<file path="config.mk">
export PLATFORM = sky130hd
export DESIGN_NAME = riu_access_arbiter
export DESIGN_NICKNAME = d
export VERILOG_FILES = /design/src/rtl/riu_access_arbiter.sv
export SDC_FILE = /design/constraint.sdc
export NUM_CORES = 1
export LEC_CHECK = 0
export BUFFER_PORTS_ARGS = -buffer_cell sky130_fd_sc_hd__buf_2
export CORE_ASPECT_RATIO = 1.1
export CORE_MARGIN = 2
export CORE_UTILIZATION = 30
export DETAILED_ROUTE_END_ITERATION = 8
export GPL_ROUTABILITY_DRIVEN = 1
export MAX_ROUTING_LAYER = met4
export PLACE_DENSITY = 0.61
export SYNTH_ARGS = -nofsm -noshare
export SYNTH_HDL_FRONTEND = slang
export SYNTH_SLANG_ARGS = --single-unit
</file>
<file path="constraint.sdc">
create_clock -name clk -period 5.6 [get_ports clk]
set_input_delay 1.4 -clock clk [delete_from_list [all_inputs] [get_ports clk]]
set_output_delay 1.4 -clock clk [all_outputs]
set_load 0.1 [all_outputs]
</file>
<file path="src/rtl/riu_access_arbiter.sv">
`default_nettype none
// +------------------------------------------------------------------------+
// | riu_access_arbiter                                                     |
// | Round-robin sharing of the RIU bus between NUM_REQ requesters.         |
// | Optional macro RIU_TIMEOUT_EN bounds the read wait with an error.      |
// | Revision: 1.0                                                          |
// +------------------------------------------------------------------------+
module riu_access_arbiter #(
  parameter int NUM_REQ        = 4,
  parameter int TIMEOUT_CYCLES = 255,
  parameter int TO_W           = 8
) (
  input  logic                    clk,
  input  logic                    reset_n,
  input  logic [NUM_REQ-1:0]      req_valid,
  input  logic [NUM_REQ-1:0]      req_wr,
  input  logic [6*NUM_REQ-1:0]    req_addr,
  input  logic [16*NUM_REQ-1:0]   req_wr_data,
  input  logic [2*NUM_REQ-1:0]    req_nibble,
  output logic [NUM_REQ-1:0]      req_ready,
  output logic [NUM_REQ-1:0]      rsp_valid,
  output logic [15:0]             rsp_rd_data,
  output logic                    rsp_err,
  output logic [5:0]              riu_addr,
  output logic [15:0]             riu_wr_data,
  output logic                    riu_wr_en,
  output logic [1:0]              riu_nibble_sel,
  input  logic [15:0]             riu_rddata_0,
  input  logic [15:0]             riu_rddata_1,
  input  logic [15:0]             riu_rddata_2,
  input  logic [15:0]             riu_rddata_3,
  input  logic                    riu_valid_0,
  input  logic                    riu_valid_1,
  input  logic                    riu_valid_2,
  input  logic                    riu_valid_3,
  input  logic                    riu_prsnt_0,
  input  logic                    riu_prsnt_1,
  input  logic                    riu_prsnt_2,
  input  logic                    riu_prsnt_3,
  output logic                    busy
);
  localparam int c_IDX_W = $clog2(NUM_REQ);

  typedef enum logic [1:0] {
    ST_IDLE    = 2'd0,
    ST_ISSUE   = 2'd1,
    ST_WAIT_RD = 2'd2,
    ST_RESP    = 2'd3
  } state_t;

  generate
    if (TIMEOUT_CYCLES < 1 || TIMEOUT_CYCLES >= (1 << TO_W)) begin : g_to_w_check
      $error("TO_W cannot hold TIMEOUT_CYCLES");
    end
  endgenerate

  state_t               r_state, w_state_nxt;
  logic [c_IDX_W-1:0]   r_last_grant, w_last_grant_nxt, r_g, w_idx;
  logic                 w_found, w_latch;
  logic                 r_wr, r_err, w_err_nxt;
  logic [5:0]           r_addr;
  logic [15:0]          r_wr_data, r_rd_data, w_rd_data_nxt;
  logic [1:0]           r_nibble;
  logic                 w_prsnt_sel, w_valid_sel;
  logic [15:0]          w_rddata_sel;
  logic [NUM_REQ-1:0]   w_req_ready_nxt, w_rsp_valid_nxt;
  logic [15:0]          w_rsp_rd_data_nxt, w_riu_wr_data_nxt;
  logic                 w_rsp_err_nxt, w_riu_wr_en_nxt;
  logic [5:0]           w_riu_addr_nxt;
  logic [1:0]           w_riu_nibble_sel_nxt;
`ifdef RIU_TIMEOUT_EN
  logic [TO_W-1:0]      r_to_cnt, w_to_cnt_nxt;
`endif

  // Scan upward from the requester after the last grant, wrapping around.
  always_comb begin : arb
    int cand;
    w_found = 1'b0;
    w_idx   = '0;
    cand    = 0;
    for (int k = 1; k <= NUM_REQ; k++) begin
      cand = int'(r_last_grant) + k;
      if (cand >= NUM_REQ) cand = cand - NUM_REQ;
      if (!w_found && req_valid[c_IDX_W'(cand)]) begin
        w_found = 1'b1;
        w_idx   = c_IDX_W'(cand);
      end
    end
  end

  always_comb begin
    w_prsnt_sel  = riu_prsnt_0;
    w_valid_sel  = riu_valid_0;
    w_rddata_sel = riu_rddata_0;
    case (r_nibble)
      2'd1:    begin w_prsnt_sel = riu_prsnt_1; w_valid_sel = riu_valid_1; w_rddata_sel = riu_rddata_1; end
      2'd2:    begin w_prsnt_sel = riu_prsnt_2; w_valid_sel = riu_valid_2; w_rddata_sel = riu_rddata_2; end
      2'd3:    begin w_prsnt_sel = riu_prsnt_3; w_valid_sel = riu_valid_3; w_rddata_sel = riu_rddata_3; end
      default: ;
    endcase
  end

  always_ff @(posedge clk) begin
    if (!reset_n) r_state <= ST_IDLE;
    else          r_state <= w_state_nxt;
  end

  always_comb begin
    w_state_nxt          = r_state;
    w_latch              = 1'b0;
    w_last_grant_nxt     = r_last_grant;
    w_err_nxt            = r_err;
    w_rd_data_nxt        = r_rd_data;
    w_req_ready_nxt      = '0;
    w_rsp_valid_nxt      = '0;
    w_rsp_rd_data_nxt    = '0;
    w_rsp_err_nxt        = 1'b0;
    w_riu_addr_nxt       = '0;
    w_riu_wr_data_nxt    = '0;
    w_riu_wr_en_nxt      = 1'b0;
    w_riu_nibble_sel_nxt = '0;
`ifdef RIU_TIMEOUT_EN
    w_to_cnt_nxt         = r_to_cnt;
`endif
    case (r_state)
      ST_IDLE: begin
        if (w_found) begin
          w_latch                = 1'b1;
          w_req_ready_nxt[w_idx] = 1'b1;
          w_state_nxt            = ST_ISSUE;
        end
      end
      ST_ISSUE: begin
        w_riu_addr_nxt       = r_addr;
        w_riu_wr_data_nxt    = r_wr_data;
        w_riu_nibble_sel_nxt = r_nibble;
        w_rd_data_nxt        = '0;
        if (!w_prsnt_sel) begin
          w_err_nxt   = 1'b1;
          w_state_nxt = ST_RESP;
        end else if (r_wr) begin
          w_riu_wr_en_nxt = 1'b1;
          w_err_nxt       = 1'b0;
          w_state_nxt     = ST_RESP;
        end else begin
          w_err_nxt   = 1'b0;
`ifdef RIU_TIMEOUT_EN
          w_to_cnt_nxt = '0;
`endif
          w_state_nxt = ST_WAIT_RD;
        end
      end
      ST_WAIT_RD: begin
        w_riu_addr_nxt       = r_addr;
        w_riu_wr_data_nxt    = r_wr_data;
        w_riu_nibble_sel_nxt = r_nibble;
        if (w_valid_sel) begin
          w_rd_data_nxt = w_rddata_sel;
          w_err_nxt     = 1'b0;
          w_state_nxt   = ST_RESP;
        end
`ifdef RIU_TIMEOUT_EN
        else if (r_to_cnt == TO_W'(TIMEOUT_CYCLES - 1)) begin
          w_rd_data_nxt = '0;
          w_err_nxt     = 1'b1;
          w_state_nxt   = ST_RESP;
        end else begin
          w_to_cnt_nxt = r_to_cnt + 1'b1;
        end
`endif
      end
      ST_RESP: begin
        w_rsp_valid_nxt[r_g] = 1'b1;
        w_rsp_rd_data_nxt    = r_rd_data;
        w_rsp_err_nxt        = r_err;
        w_last_grant_nxt     = r_g;
        w_state_nxt          = ST_IDLE;
      end
      default: w_state_nxt = ST_IDLE;
    endcase
  end

  always_ff @(posedge clk) begin
    if (!reset_n) begin
      r_last_grant   <= c_IDX_W'(NUM_REQ - 1);
      r_g            <= '0;
      r_wr           <= 1'b0;
      r_addr         <= '0;
      r_wr_data      <= '0;
      r_nibble       <= '0;
      r_rd_data      <= '0;
      r_err          <= 1'b0;
      req_ready      <= '0;
      rsp_valid      <= '0;
      rsp_rd_data    <= '0;
      rsp_err        <= 1'b0;
      riu_addr       <= '0;
      riu_wr_data    <= '0;
      riu_wr_en      <= 1'b0;
      riu_nibble_sel <= '0;
      busy           <= 1'b0;
`ifdef RIU_TIMEOUT_EN
      r_to_cnt       <= '0;
`endif
    end else begin
      if (w_latch) begin
        r_g       <= w_idx;
        r_wr      <= req_wr[w_idx];
        r_addr    <= req_addr[6*w_idx +: 6];
        r_wr_data <= req_wr_data[16*w_idx +: 16];
        r_nibble  <= req_nibble[2*w_idx +: 2];
      end
      r_last_grant   <= w_last_grant_nxt;
      r_rd_data      <= w_rd_data_nxt;
      r_err          <= w_err_nxt;
      req_ready      <= w_req_ready_nxt;
      rsp_valid      <= w_rsp_valid_nxt;
      rsp_rd_data    <= w_rsp_rd_data_nxt;
      rsp_err        <= w_rsp_err_nxt;
      riu_addr       <= w_riu_addr_nxt;
      riu_wr_data    <= w_riu_wr_data_nxt;
      riu_wr_en      <= w_riu_wr_en_nxt;
      riu_nibble_sel <= w_riu_nibble_sel_nxt;
      busy           <= (w_state_nxt != ST_IDLE);
`ifdef RIU_TIMEOUT_EN
      r_to_cnt       <= w_to_cnt_nxt;
`endif
    end
  end

endmodule
`default_nettype wire

</file>
==> impl_metrics.py <==
metrics = {
    "outcome": {
        "status": "completed",
    },
    "synthesis": {
        "ys_types": 41,
        "synthCells": 458,
        "yosysWarningCount": 0,
        "synthTopCellsByArea": "dfxtp_1 42%, mux4_2 8.2%, mux2i_1 6.0%, and3_1 5.9%, a221oi_1 4.7%",
        "synth_top_area_share_pct": 42.2,
        "synth_commonest_cells": "99 x dfxtp_1, 44 x and3_1, 28 x mux2i_1, 27 x nand2_1",
        "synth_edf_count": 0,
        "ys_ff_latch": 99,
        "yosysMostFrequentCell": "dfxtp_1",
        "ys_seq_area_share_pct": 42.2,
        "yosys.area.top_type": "dfxtp_1",
        "synthesis.nets": 641,
        "avgSynthCellArea_um2": 10.2,
        "synth_area_um2": 4690,
        "synthArstFlopShare_pct": 0,
        "synth_flop_cell": "dfxtp_1",
    },
    "critical_path": {
        "cp_max_fo": 52,
        "cp-start-kind": "input port",
        "required_ps": 5880,
        "arrival_ps": 3480,
        "endpoint_kind": "flip-flop",
        "path_class": "input port to flip-flop",
    },
    "finish": {
        "fillers": 1507,
        "final-seq-area_um2": 1980,
        "multi_input_area_um2": 2490,
        "syn2layout_area_growth_pct": 33.1,
        "nNetsFinal": 837,
        "fin_util_pct": 41.2,
        "drive_gt1_share_pct": 45.4,
    },
    "clock_network": {
        "cts_buffer_depth": 2,
        "cts_tree": "built",
        "hold_buffers": 0,
        "cts_resized": 0,
        "htree_levels": 3,
        "numCtsBuffers": 9,
        "cts_root_buf": "clkbuf_16",
        "cts.sinks": 99,
        "clk_pin_slew_ps": 70,
        "post_cts_buffers": 0,
        "clock_latency_ps": 360,
    },
    "timing": {
        "setup_violations": 0,
        "fmax_ghz": 0.313,
        "period_share_pct": 57.1,
        "slew_headroom_pct": 29.1,
        "rsz0062_at_grt": "false",
        "skew_ps": 7.04,
        "worst_pin_slew_ps": 1060,
        "setup_tns_ps": 0,
        "hold_viol": 0,
        "min_period_ps": 3200,
        "maxSlewViolCount": 0,
    },
    "drt": {
        "dr.pass1.iters": 6,
        "vias": 4391,
        "postRouteAntennaNets": 0,
        "routed_wl_um": 14400,
        "avgRoutedWirePerCell_um": 16.8,
        "drc": 0,
        "drt_iter0_drc": 221,
        "viasPerCell": 5.12,
    },
    "die": {
        "num_io_pins": 229,
        "die_area_um2": 16700,
        "core_area_um2": 15200,
        "initial_utilization_pct": 30.9,
        "fp-row-count": 47,
        "dieWidth_um": 123,
        "die-height_um": 135,
    },
    "placed_design": {
        "place.port_buffers": 228,
        "place.gp.congestion": 0.822,
        "dp_hpwl_um": 10400,
    },
    "global_routing": {
        "grt_pass1_vias": 4439,
        "grt_first_pass_wirelength_um": 21900,
        "antenna_found_initial": 3,
        "grt_max_degree": 119,
        "overflow": 0,
        "track_usage_pct": 17.6,
    },
    "flow_run": {
        "maxCapViolations": 0,
    },
    "power_and_ir_drop": {
        "power.density_nw_per_um2": 468,
        "p_leak_nw": 2.93,
        "peakVddDrop_mv": 0.189,
        "finalPower_mw": 2.92,
    },
    "hold_path": {
        "hp-class": "flip-flop to flip-flop",
    },
}
## per-stage QoR
stage / instance area [µm²] / std cells / hold WS, ps / setup slack, ps
after global routing: 6250 / 858 / 490 / 2210
final: 6250 / 858 / 474 / 2400
after global placement: 5930 / 839 / 461 / 2220
after detailed placement: 5930 / 839 / 460 / 2100
after CTS: 6240 / 855 / 476 / 2470
after floorplan: 4690 / 458 / 437 / 2670
## worst max-delay path, cell delays in order
cell and delay (ps):
buf_2 180, or2_1 270, o31a_2 860, o21ai_0 250, or2_2 360, o22ai_1 120
## sequential cells by signal, summed over array words and instances (netlist names)
register	cells
r_err	1
r_rd_data	16
busy	1
riu_addr	6
riu_wr_en	1
r_last_grant	2
r_g	2
req_ready	4
r_wr_data	16
r_state	2
rsp_valid	4
r_addr	6
r_nibble	2
rsp_rd_data	16
riu_wr_data	16
rsp_err	1
r_wr	1
riu_nibble_sel	2
## power by group
part           switching [mW]  leakage, nW  internal [mW]
sequential              0.124        0.808          0.863
clock                   0.282        0.146          0.362
combinational           0.845         1.98          0.446
## placed cells by master, fill, tap and decap left out, types with 7 or more instances in the layout
cell type  instances
o211ai_1          13
and3_1            44
mux2i_1           28
nand3_1           18
buf_4              7
nand2_1           27
inv_1              7
dfxtp_1           99
o22ai_1           17
o21ai_0           26
a221oi_1          25
mux4_2            17
o22ai_2           10
clkbuf_16          9
buf_2            227
o211ai_2          10
a21boi_0          17
## logic make-up after synthesis
kind of cell	count (synthesis)	share of synthesized area, %
flops	99	42.2
buf+inv	56	5.49
compound gates	140	23.9
simple gates	112	12.7
fa+ha+maj	5	1.33
mux	46	14.4
## area by class of cell
class	count	share of cell area (%)
Clock inverter	6	1.14
Tap cell	196	3.92
Multi-Input combinational cell	303	39.8
Timing Repair Buffer	234	19.0
Antenna cell	3	0.120
Sequential cell	99	31.7
Clock buffer	10	3.82
Inverter	7	0.421
## routing by layer
layer / vias up / routed length [µm] / track usage, %
li1: 2138 / - / -
met1: 2033 / 5760 / 18.9
met2: 195 / 7060 / 29.9
met3: 25 / 1230 / 5.01
met4: 0 / 350 / 8.08
met5: - / 0 / -
## path summary, 6_finish.rpt
path                   endpoint           from  cells past startpoint  slack, ps
setup / recovery   r_wr_data[3]   req_valid[1]                      6       2400
hold / removal    r_rd_data[10]  r_rd_data[10]                      2        470
setup reg to reg   r_wr_data[3]     r_state[0]                      6       3110
hold reg to reg   r_rd_data[10]  r_rd_data[10]                      2        470
No activity file was read; power rests on OpenSTA's default activity.
